$ cat src/rtl/mc_ctrl_pkg.sv
// mc_ctrl_pkg: shared definitions for the multi-cycle fetch/execute controller.
// Contents:
//   ST_*        3-bit state encodings, also visible on state_dbg
//   OPC_*       RV32I-subset major opcodes recognised by the controller
//   op_class_t  instruction class latched in ID
//   ALU_*       alu_op codes driven during EX
//   WB_*        write-back mux select codes
//   classify()  opcode/funct3 -> op_class_t, CLS_ILL for anything unsupported
package mc_ctrl_pkg;

  localparam logic [2:0] ST_IDLE = 3'd0;
  localparam logic [2:0] ST_IF   = 3'd1;
  localparam logic [2:0] ST_IR   = 3'd2;
  localparam logic [2:0] ST_ID   = 3'd3;
  localparam logic [2:0] ST_EX   = 3'd4;
  localparam logic [2:0] ST_MEM  = 3'd5;
  localparam logic [2:0] ST_WB   = 3'd6;
  localparam logic [2:0] ST_HALT = 3'd7;

  localparam logic [6:0] OPC_R      = 7'b0110011;
  localparam logic [6:0] OPC_I      = 7'b0010011;
  localparam logic [6:0] OPC_LOAD   = 7'b0000011;
  localparam logic [6:0] OPC_STORE  = 7'b0100011;
  localparam logic [6:0] OPC_BRANCH = 7'b1100011;
  localparam logic [6:0] OPC_JAL    = 7'b1101111;
  localparam logic [6:0] OPC_LUI    = 7'b0110111;

  localparam logic [2:0] F3_BEQ = 3'b000;
  localparam logic [2:0] F3_BNE = 3'b001;

  typedef enum logic [2:0] {
    CLS_R      = 3'd0,
    CLS_I      = 3'd1,
    CLS_LOAD   = 3'd2,
    CLS_STORE  = 3'd3,
    CLS_BRANCH = 3'd4,
    CLS_JAL    = 3'd5,
    CLS_LUI    = 3'd6,
    CLS_ILL    = 3'd7
  } op_class_t;

  localparam int ALU_CODE_W = 4;

  localparam logic [ALU_CODE_W-1:0] ALU_ADD  = 4'd0;
  localparam logic [ALU_CODE_W-1:0] ALU_SUB  = 4'd1;
  localparam logic [ALU_CODE_W-1:0] ALU_AND  = 4'd2;
  localparam logic [ALU_CODE_W-1:0] ALU_OR   = 4'd3;
  localparam logic [ALU_CODE_W-1:0] ALU_XOR  = 4'd4;
  localparam logic [ALU_CODE_W-1:0] ALU_SLL  = 4'd5;
  localparam logic [ALU_CODE_W-1:0] ALU_SRL  = 4'd6;
  localparam logic [ALU_CODE_W-1:0] ALU_SRA  = 4'd7;
  localparam logic [ALU_CODE_W-1:0] ALU_SLT  = 4'd8;
  localparam logic [ALU_CODE_W-1:0] ALU_SLTU = 4'd9;

  localparam logic [1:0] WB_ALU = 2'd0;
  localparam logic [1:0] WB_MEM = 2'd1;
  localparam logic [1:0] WB_PC4 = 2'd2;
  localparam logic [1:0] WB_IMM = 2'd3;

  // Branches are only supported as BEQ/BNE; any other funct3 under the
  // branch opcode is treated exactly like an unknown opcode.
  function automatic op_class_t classify(input logic [6:0] opcode,
                                         input logic [2:0] funct3);
    op_class_t cls;
    case (opcode)
      OPC_R:      cls = CLS_R;
      OPC_I:      cls = CLS_I;
      OPC_LOAD:   cls = CLS_LOAD;
      OPC_STORE:  cls = CLS_STORE;
      OPC_BRANCH: cls = (funct3 == F3_BEQ || funct3 == F3_BNE) ? CLS_BRANCH : CLS_ILL;
      OPC_JAL:    cls = CLS_JAL;
      OPC_LUI:    cls = CLS_LUI;
      default:    cls = CLS_ILL;
    endcase
    return cls;
  endfunction

endpackage

$ cat src/rtl/mc_alu_dec.sv
// mc_alu_dec: combinational ALU operation decoder.
// Ports:
//   cls       in   instruction class
//   funct3    in   funct3 field of the instruction
//   funct7    in   funct7 field; only bit 5 (SUB/SRA select) is meaningful
//   alu_code  out  ALU operation code, registered by the parent
module mc_alu_dec
  import mc_ctrl_pkg::*;
(
  input  op_class_t              cls,
  input  logic [2:0]             funct3,
  input  logic [6:0]             funct7,
  output logic [ALU_CODE_W-1:0]  alu_code
);

  logic alt;
  logic unused_funct7;

  assign alt           = funct7[5];
  assign unused_funct7 = ^{funct7[6], funct7[4:0]};

  // Immediate-form ALU ops share the funct3 map with register form; funct7[5]
  // selects SUB only for register form, while it selects SRA for both forms.
  always_comb begin
    alu_code = ALU_ADD;
    case (cls)
      CLS_R, CLS_I: begin
        case (funct3)
          3'b000:  alu_code = (cls == CLS_R && alt) ? ALU_SUB : ALU_ADD;
          3'b001:  alu_code = ALU_SLL;
          3'b010:  alu_code = ALU_SLT;
          3'b011:  alu_code = ALU_SLTU;
          3'b100:  alu_code = ALU_XOR;
          3'b101:  alu_code = alt ? ALU_SRA : ALU_SRL;
          3'b110:  alu_code = ALU_OR;
          3'b111:  alu_code = ALU_AND;
          default: alu_code = ALU_ADD;
        endcase
      end
      CLS_BRANCH: alu_code = ALU_SUB;
      default:    alu_code = ALU_ADD;
    endcase
  end

endmodule

$ cat src/rtl/mc_fetch_ctrl.sv
// mc_fetch_ctrl: multi-cycle control FSM for the RV32I-subset teaching core.
// Sequences IF (IMEM_LAT wait states), IR capture, ID, EX, MEM and WB, and
// stops in HALT on an illegal instruction or a halt request at a boundary.
// Ports:
//   clk, rst_n             clock, asynchronous active-low reset
//   run, halt_req          start/continue fetching; stop at next boundary
//   opcode/funct3/funct7   instruction fields from the IR decoder
//   alu_zero               ALU zero flag used for BEQ/BNE
//   pc_write, pc_src       PC update strobe and PC source (0: PC+4, 1: target)
//   ir_write               IR capture strobe
//   alu_src_b, alu_op      ALU operand-B select and operation
//   mem_read, mem_write    data-memory strobes
//   reg_write, wb_sel      register-file write strobe and write-back select
//   busy, illegal          activity flag, sticky illegal-instruction flag
//   state_dbg              current state encoding
module mc_fetch_ctrl
  import mc_ctrl_pkg::*;
#(
  parameter int IMEM_LAT = 1,
  parameter int ALU_OP_W = 4
) (
  input  logic                 clk,
  input  logic                 rst_n,
  input  logic                 run,
  input  logic                 halt_req,
  input  logic [6:0]           opcode,
  input  logic [2:0]           funct3,
  input  logic [6:0]           funct7,
  input  logic                 alu_zero,
  output logic                 pc_write,
  output logic                 pc_src,
  output logic                 ir_write,
  output logic                 alu_src_b,
  output logic [ALU_OP_W-1:0]  alu_op,
  output logic                 mem_read,
  output logic                 mem_write,
  output logic                 reg_write,
  output logic [1:0]           wb_sel,
  output logic                 busy,
  output logic                 illegal,
  output logic [2:0]           state_dbg
);

  localparam logic [1:0] IF_LAST = 2'(IMEM_LAT - 1);

  logic [2:0]             state;
  logic [2:0]             next_state;
  logic [2:0]             boundary;
  logic [1:0]             if_cnt;
  op_class_t              cls_q;
  op_class_t              dec_cls;
  op_class_t              eff_cls;
  logic                   br_taken;
  logic [ALU_CODE_W-1:0]  dec_alu_code;

  logic                   pc_write_d;
  logic                   pc_src_d;
  logic                   ir_write_d;
  logic                   alu_src_b_d;
  logic [ALU_CODE_W-1:0]  alu_code_d;
  logic                   mem_read_d;
  logic                   mem_write_d;
  logic                   reg_write_d;
  logic [1:0]             wb_sel_d;

  assign dec_cls   = classify(opcode, funct3);
  assign state_dbg = state;

  // Outputs are registered from next_state, so on the ID->EX edge the class
  // register is still being loaded; use the live decode there instead.
  assign eff_cls = (state == ST_ID) ? dec_cls : cls_q;

  // The branch decision is registered as the FSM enters EX, so alu_zero is
  // taken from the operands the datapath presents at the end of ID.
  assign br_taken = (funct3 == F3_BNE) ? !alu_zero : alu_zero;

  mc_alu_dec u_alu_dec (
    .cls      (eff_cls),
    .funct3   (funct3),
    .funct7   (funct7),
    .alu_code (dec_alu_code)
  );

  // Instruction-boundary decision: halt has priority over dropping run.
  always_comb begin
    if (halt_req)
      boundary = ST_HALT;
    else if (!run)
      boundary = ST_IDLE;
    else
      boundary = ST_IF;
  end

  // Next-state logic; HALT is absorbing and only reset leaves it.
  always_comb begin
    next_state = state;
    case (state)
      ST_IDLE: next_state = run ? ST_IF : ST_IDLE;
      ST_IF:   next_state = (if_cnt == IF_LAST) ? ST_IR : ST_IF;
      ST_IR:   next_state = ST_ID;
      ST_ID:   next_state = (dec_cls == CLS_ILL) ? ST_HALT : ST_EX;
      ST_EX: begin
        case (cls_q)
          CLS_LOAD, CLS_STORE: next_state = ST_MEM;
          CLS_BRANCH:          next_state = boundary;
          default:             next_state = ST_WB;
        endcase
      end
      ST_MEM:  next_state = (cls_q == CLS_LOAD) ? ST_WB : boundary;
      ST_WB:   next_state = boundary;
      ST_HALT: next_state = ST_HALT;
      default: next_state = ST_IDLE;
    endcase
  end

  // Moore output decode for the state being entered, so every strobe is
  // high for exactly the one cycle the FSM spends in the asserting state.
  always_comb begin
    pc_write_d  = 1'b0;
    pc_src_d    = 1'b0;
    ir_write_d  = 1'b0;
    alu_src_b_d = 1'b0;
    alu_code_d  = ALU_ADD;
    mem_read_d  = 1'b0;
    mem_write_d = 1'b0;
    reg_write_d = 1'b0;
    wb_sel_d    = WB_ALU;
    case (next_state)
      ST_IR: begin
        ir_write_d = 1'b1;
        pc_write_d = 1'b1;
      end
      ST_EX: begin
        alu_code_d  = dec_alu_code;
        alu_src_b_d = (eff_cls inside {CLS_I, CLS_LOAD, CLS_STORE});
        if (eff_cls == CLS_BRANCH) begin
          pc_write_d = br_taken;
          pc_src_d   = br_taken;
        end
        if (eff_cls == CLS_JAL) begin
          pc_write_d = 1'b1;
          pc_src_d   = 1'b1;
        end
      end
      ST_MEM: begin
        mem_read_d  = (eff_cls == CLS_LOAD);
        mem_write_d = (eff_cls == CLS_STORE);
      end
      ST_WB: begin
        reg_write_d = 1'b1;
        case (eff_cls)
          CLS_LOAD: wb_sel_d = WB_MEM;
          CLS_JAL:  wb_sel_d = WB_PC4;
          CLS_LUI:  wb_sel_d = WB_IMM;
          default:  wb_sel_d = WB_ALU;
        endcase
      end
      default: ;
    endcase
  end

  // State, IF wait-state counter, latched class and sticky illegal flag.
  // The counter runs only while in IF and is cleared in every other state.
  always_ff @(posedge clk or negedge rst_n) begin
    if (!rst_n) begin
      state   <= ST_IDLE;
      if_cnt  <= '0;
      cls_q   <= CLS_R;
      illegal <= 1'b0;
    end else begin
      state <= next_state;
      if (state == ST_IF)
        if_cnt <= if_cnt + 2'd1;
      else
        if_cnt <= '0;
      if (state == ST_ID) begin
        cls_q <= dec_cls;
        if (dec_cls == CLS_ILL)
          illegal <= 1'b1;
      end
    end
  end

  // Registered outputs; reset clears every strobe immediately so a reset
  // during MEM/WB cannot leak a partial write-back.
  always_ff @(posedge clk or negedge rst_n) begin
    if (!rst_n) begin
      pc_write  <= 1'b0;
      pc_src    <= 1'b0;
      ir_write  <= 1'b0;
      alu_src_b <= 1'b0;
      alu_op    <= ALU_OP_W'(ALU_ADD);
      mem_read  <= 1'b0;
      mem_write <= 1'b0;
      reg_write <= 1'b0;
      wb_sel    <= WB_ALU;
      busy      <= 1'b0;
    end else begin
      pc_write  <= pc_write_d;
      pc_src    <= pc_src_d;
      ir_write  <= ir_write_d;
      alu_src_b <= alu_src_b_d;
      alu_op    <= ALU_OP_W'(alu_code_d);
      mem_read  <= mem_read_d;
      mem_write <= mem_write_d;
      reg_write <= reg_write_d;
      wb_sel    <= wb_sel_d;
      busy      <= (next_state != ST_IDLE) && (next_state != ST_HALT);
    end
  end

endmodule

$ cat config.mk
export PLATFORM = sky130hd
export DESIGN_NAME = mc_fetch_ctrl
export DESIGN_NICKNAME = d
export VERILOG_FILES = /design/src/rtl/mc_ctrl_pkg.sv /design/src/rtl/mc_alu_dec.sv /design/src/rtl/mc_fetch_ctrl.sv
export SDC_FILE = /design/constraint.sdc
export NUM_CORES = 1
export LEC_CHECK = 0
export BUFFER_PORTS_ARGS = -buffer_cell sky130_fd_sc_hd__buf_2
export CAP_MARGIN = 20
export CORE_MARGIN = 10
export CORE_UTILIZATION = 46
export CTS_CLUSTER_SIZE = 20
export DETAILED_ROUTE_END_ITERATION = 8
export GPL_ROUTABILITY_DRIVEN = 1
export PLACE_DENSITY = 0.77
export SYNTH_ARGS = -nofsm -noshare
export SYNTH_HDL_FRONTEND = slang
export SYNTH_SLANG_ARGS = --single-unit
$ cat constraint.sdc
create_clock -name clk -period 1.87 [get_ports clk]
set_input_delay 0.2805 -clock clk [delete_from_list [all_inputs] [get_ports clk]]
set_output_delay 0.2805 -clock clk [all_outputs]
set_load 0.05 [all_outputs]
==> results.toml <==
[synth]
yosysUniqueCellTypes = 49
synth_mux_area_frac = 0
synth_edf_count = 0
synth_ff_type = "dfrtp_1"
synth_seq_cells = 23
synth_top_family_by_area = "simple AND/OR/NAND/NOR gates"
synth_top_area_share = 0.424
synth_cells = 144
async_flop_share = 1.00
synth_nets = 167
yosys.area.top_type = "dfrtp_1"
synth_area_mm2 = 0.00136
syn_avg_cell_area_um2 = 9.44
synth_compound_area_frac = 0.220
synthAdderAreaFrac = 0.00921
yosys.area_share.simple = 0.286
synth_xor_area_frac = 0.00645
yosysSeqAreaShare = 0.424
ys_warn_count = 0
synth_area_leaders = "dfrtp_1 42%, nor2_1 4.1%, and3_1 2.8%, inv_1 2.8%, nor3b_1 2.8%"

[global_route]
grt_start_max_net_pins = 24
grt_overflow_total = 0
grt_usage = 0.130
grt_pass1_wl_mm = 5.89
grt_pass1_vias = 1292
antenna_found_initial = 0

[sta]
max_freq_ghz = 0.549
rsz0062_at_grt = "yes"
finalWorstSetupSlack_ns = 0.0485
worst_pin_slew_ns = 0.530
fin_skew_ns = 0.00349
timing.final.crit_share = 0.974
slew_viol_final = 0
max-slew-margin-rel = 0.647
setup_violations = 0
fin_crit_ns = 1.82
tns_ns = 0
hold_viol = 0

[floorplanning]
dieArea_mm2 = 0.00553
fp.dieH_um = 74.4
row_count = 19
ios = 40
initial_core_util = 0.489
die_w_um = 74.4
coreArea_mm2 = 0.00278

[drt]
first_pass_iters = 4
vias = 1296
drt_iter0_markers = 106
drc = 0
routed_via_density = 5.79
wl_per_cell_um = 15.8
drt-total-wl_mm = 3.55
drt.antenna.violating_nets = 0

[clock_network]
cts_buffers = 3
htree_levels = 1
cts_root_buf = "clkbuf_4"
clk_pin_slew_ns = 0.13
clockBufferDepth = 2
clk-insertion-delay-late_ns = 0.31
cts.sink_count = 23
cts_tree = "yes"

[setup_path]
r2r_end = "wb_sel[1]$_DFF_PN0_"
rr_worst_depth = 5
reg2reg_from = "state_dbg[2]$_DFF_PN0_"
worst_ep_required_time_ns = 2.11
startpoint = "state_dbg[2]$_DFF_PN0_"
cp-end-kind = "register"
worstPathArrival_ns = 2.07
rrSetupSlack_ns = 0.05
path_class = "reg2reg"
worstSetupStartpointType = "register"
crit_fanout = 6

[hold_path]
hold_depth = 3
min_from = "run"
hp-class = "in2reg"
holdPathEnd = "state_dbg[0]$_DFF_PN0_"

[finish]
syn_to_final_growth_pct = 28.5
antennaDiodeCount = 0
nNetsFinal = 217
final_layout_size_suffix_gt1_frac = 0.399
final_core_util = 0.628

[run]
max_cap_violations = 0

[placement]
numPortBuffers = 33
dp_hpwl_mm = 2.73
pre_cts_slack_ns = -0.0333
gp_congestion = 0.821

[power_and_ir_drop]
p_leak_nw = 0.807
power.density_mw_per_mm2 = 1330
ir_drop_v = 0.000945

[outcome]
status = "finished clean"
==> synth_stat cells, types with 2 or more instances <==
| cell type | n |
|---|---|
| nand2_1 | 7 |
| inv_1 | 10 |
| o22ai_1 | 2 |
| and3_1 | 6 |
| a31oi_1 | 2 |
| o211ai_1 | 2 |
| nor2_1 | 15 |
| dfrtp_1 | 23 |
| nand3_1 | 4 |
| nand3b_1 | 3 |
| nand4_1 | 2 |
| a21oi_1 | 5 |
| a211oi_1 | 4 |
| nor3_1 | 4 |
| nor3b_1 | 5 |
| a21boi_0 | 3 |
| or2_2 | 3 |
| o21a_1 | 2 |
| o21ai_0 | 6 |
| buf_6 | 2 |
| a211o_1 | 2 |
| nand2b_1 | 5 |
==> stage by stage <==
step | instance area [um^2] | power, mW | hold slack (ns) | std cells
5_1_grt | 1750 | 2.48 | 0.272 | 224
3_3_place_gp | 1670 | 2.00 | 0.268 | 217
2_1_floorplan | 1380 | 1.65 | -0.0151 | 144
3_5_place_dp | 1670 | 2.03 | 0.291 | 217
4_1_cts | 1710 | 2.27 | 0.239 | 222
6_report | 1750 | 2.32 | 0.248 | 224
==> flip-flops by register name, indices dropped and copies added (netlist names) <==
name	count
alu_src_b	1
pc_write	1
ir_write	1
cls_q	3
illegal	1
mem_read	1
wb_sel	2
if_cnt	2
busy	1
mem_write	1
reg_write	1
alu_op	4
state_dbg	3
pc_src	1
==> worst max-delay path by stage <==
stage                                endpoint  slack (ns)
final                     wb_sel[1]$_DFF_PN0_        0.05
after global routing           busy$_DFF_PN0_       -0.02
after CTS                      busy$_DFF_PN0_        0.03
after detailed placement  wb_sel[1]$_DFF_PN0_       -0.03
after global placement    wb_sel[1]$_DFF_PN0_       -0.01
after floorplan           wb_sel[1]$_DFF_PN0_       -0.12
==> logic make-up after synthesis <==
group	Yosys count
simple gates	66
compound gates	38
flops	23
buf+inv	15
xor+xnor	1
fa+ha+maj	1
==> placed cells by master (no fill, tap or decap), drive strengths merged, types with 4 or more instances in the layout <==
cell type and n:
nor2 15, and3 6, dfrtp 23, inv 10, nand3 4, o21ai 6
nand2b 5, nand2 7, nor3b 6, a211oi 5, a21oi 5, nor3 4
buf 49
==> worst max-delay path: stages (launching register included) <==
cell and delay (ns):
dfrtp_2 0.42, and3b_2 0.29, o2111ai_4 0.14, a311o_2 0.44, a211o_1 0.29, a211oi_2 0.17
==> metal layers <==
| metal | GRT usage | wire, um | up-vias |
|---|---|---|---|
| li1 | - | - | 631 |
| met4 | 0.0467 | 59 | 0 |
| met2 | 0.227 | 1810 | 39 |
| met3 | 0.0186 | 205 | 6 |
| met5 | 0 | 0 | - |
| met1 | 0.159 | 1480 | 620 |
==> timing repair <==
item                                   in CTS  in global routing
hold buffers                                1                  0
setup buffers                               0                  2
pin swaps                                   0                  3
resized for setup                           1                  5
setup endpoints to repair                   1                  2
endpoints found under the hold margin      23                  0
==> final cells by class <==
class                   count  area, um^2
clock buffers               3        22.5
clock inverters             1        5.00
repair buffers             50         308
multi-input cells         106         756
flip-flops and latches     23         579
inverters                  10        37.5
well taps                  31        38.8
fillers                   245        1030
==> where the power goes <==
group | switching, mW | internal, mW | leakage (nW) | total [mW]
registers | 0.0763 | 0.619 | 0.288 | 0.695
clock network | 0.155 | 0.0801 | 0.0177 | 0.236
logic | 0.883 | 0.505 | 0.501 | 1.39
Note: power is estimated with default switching activity, not from simulation.
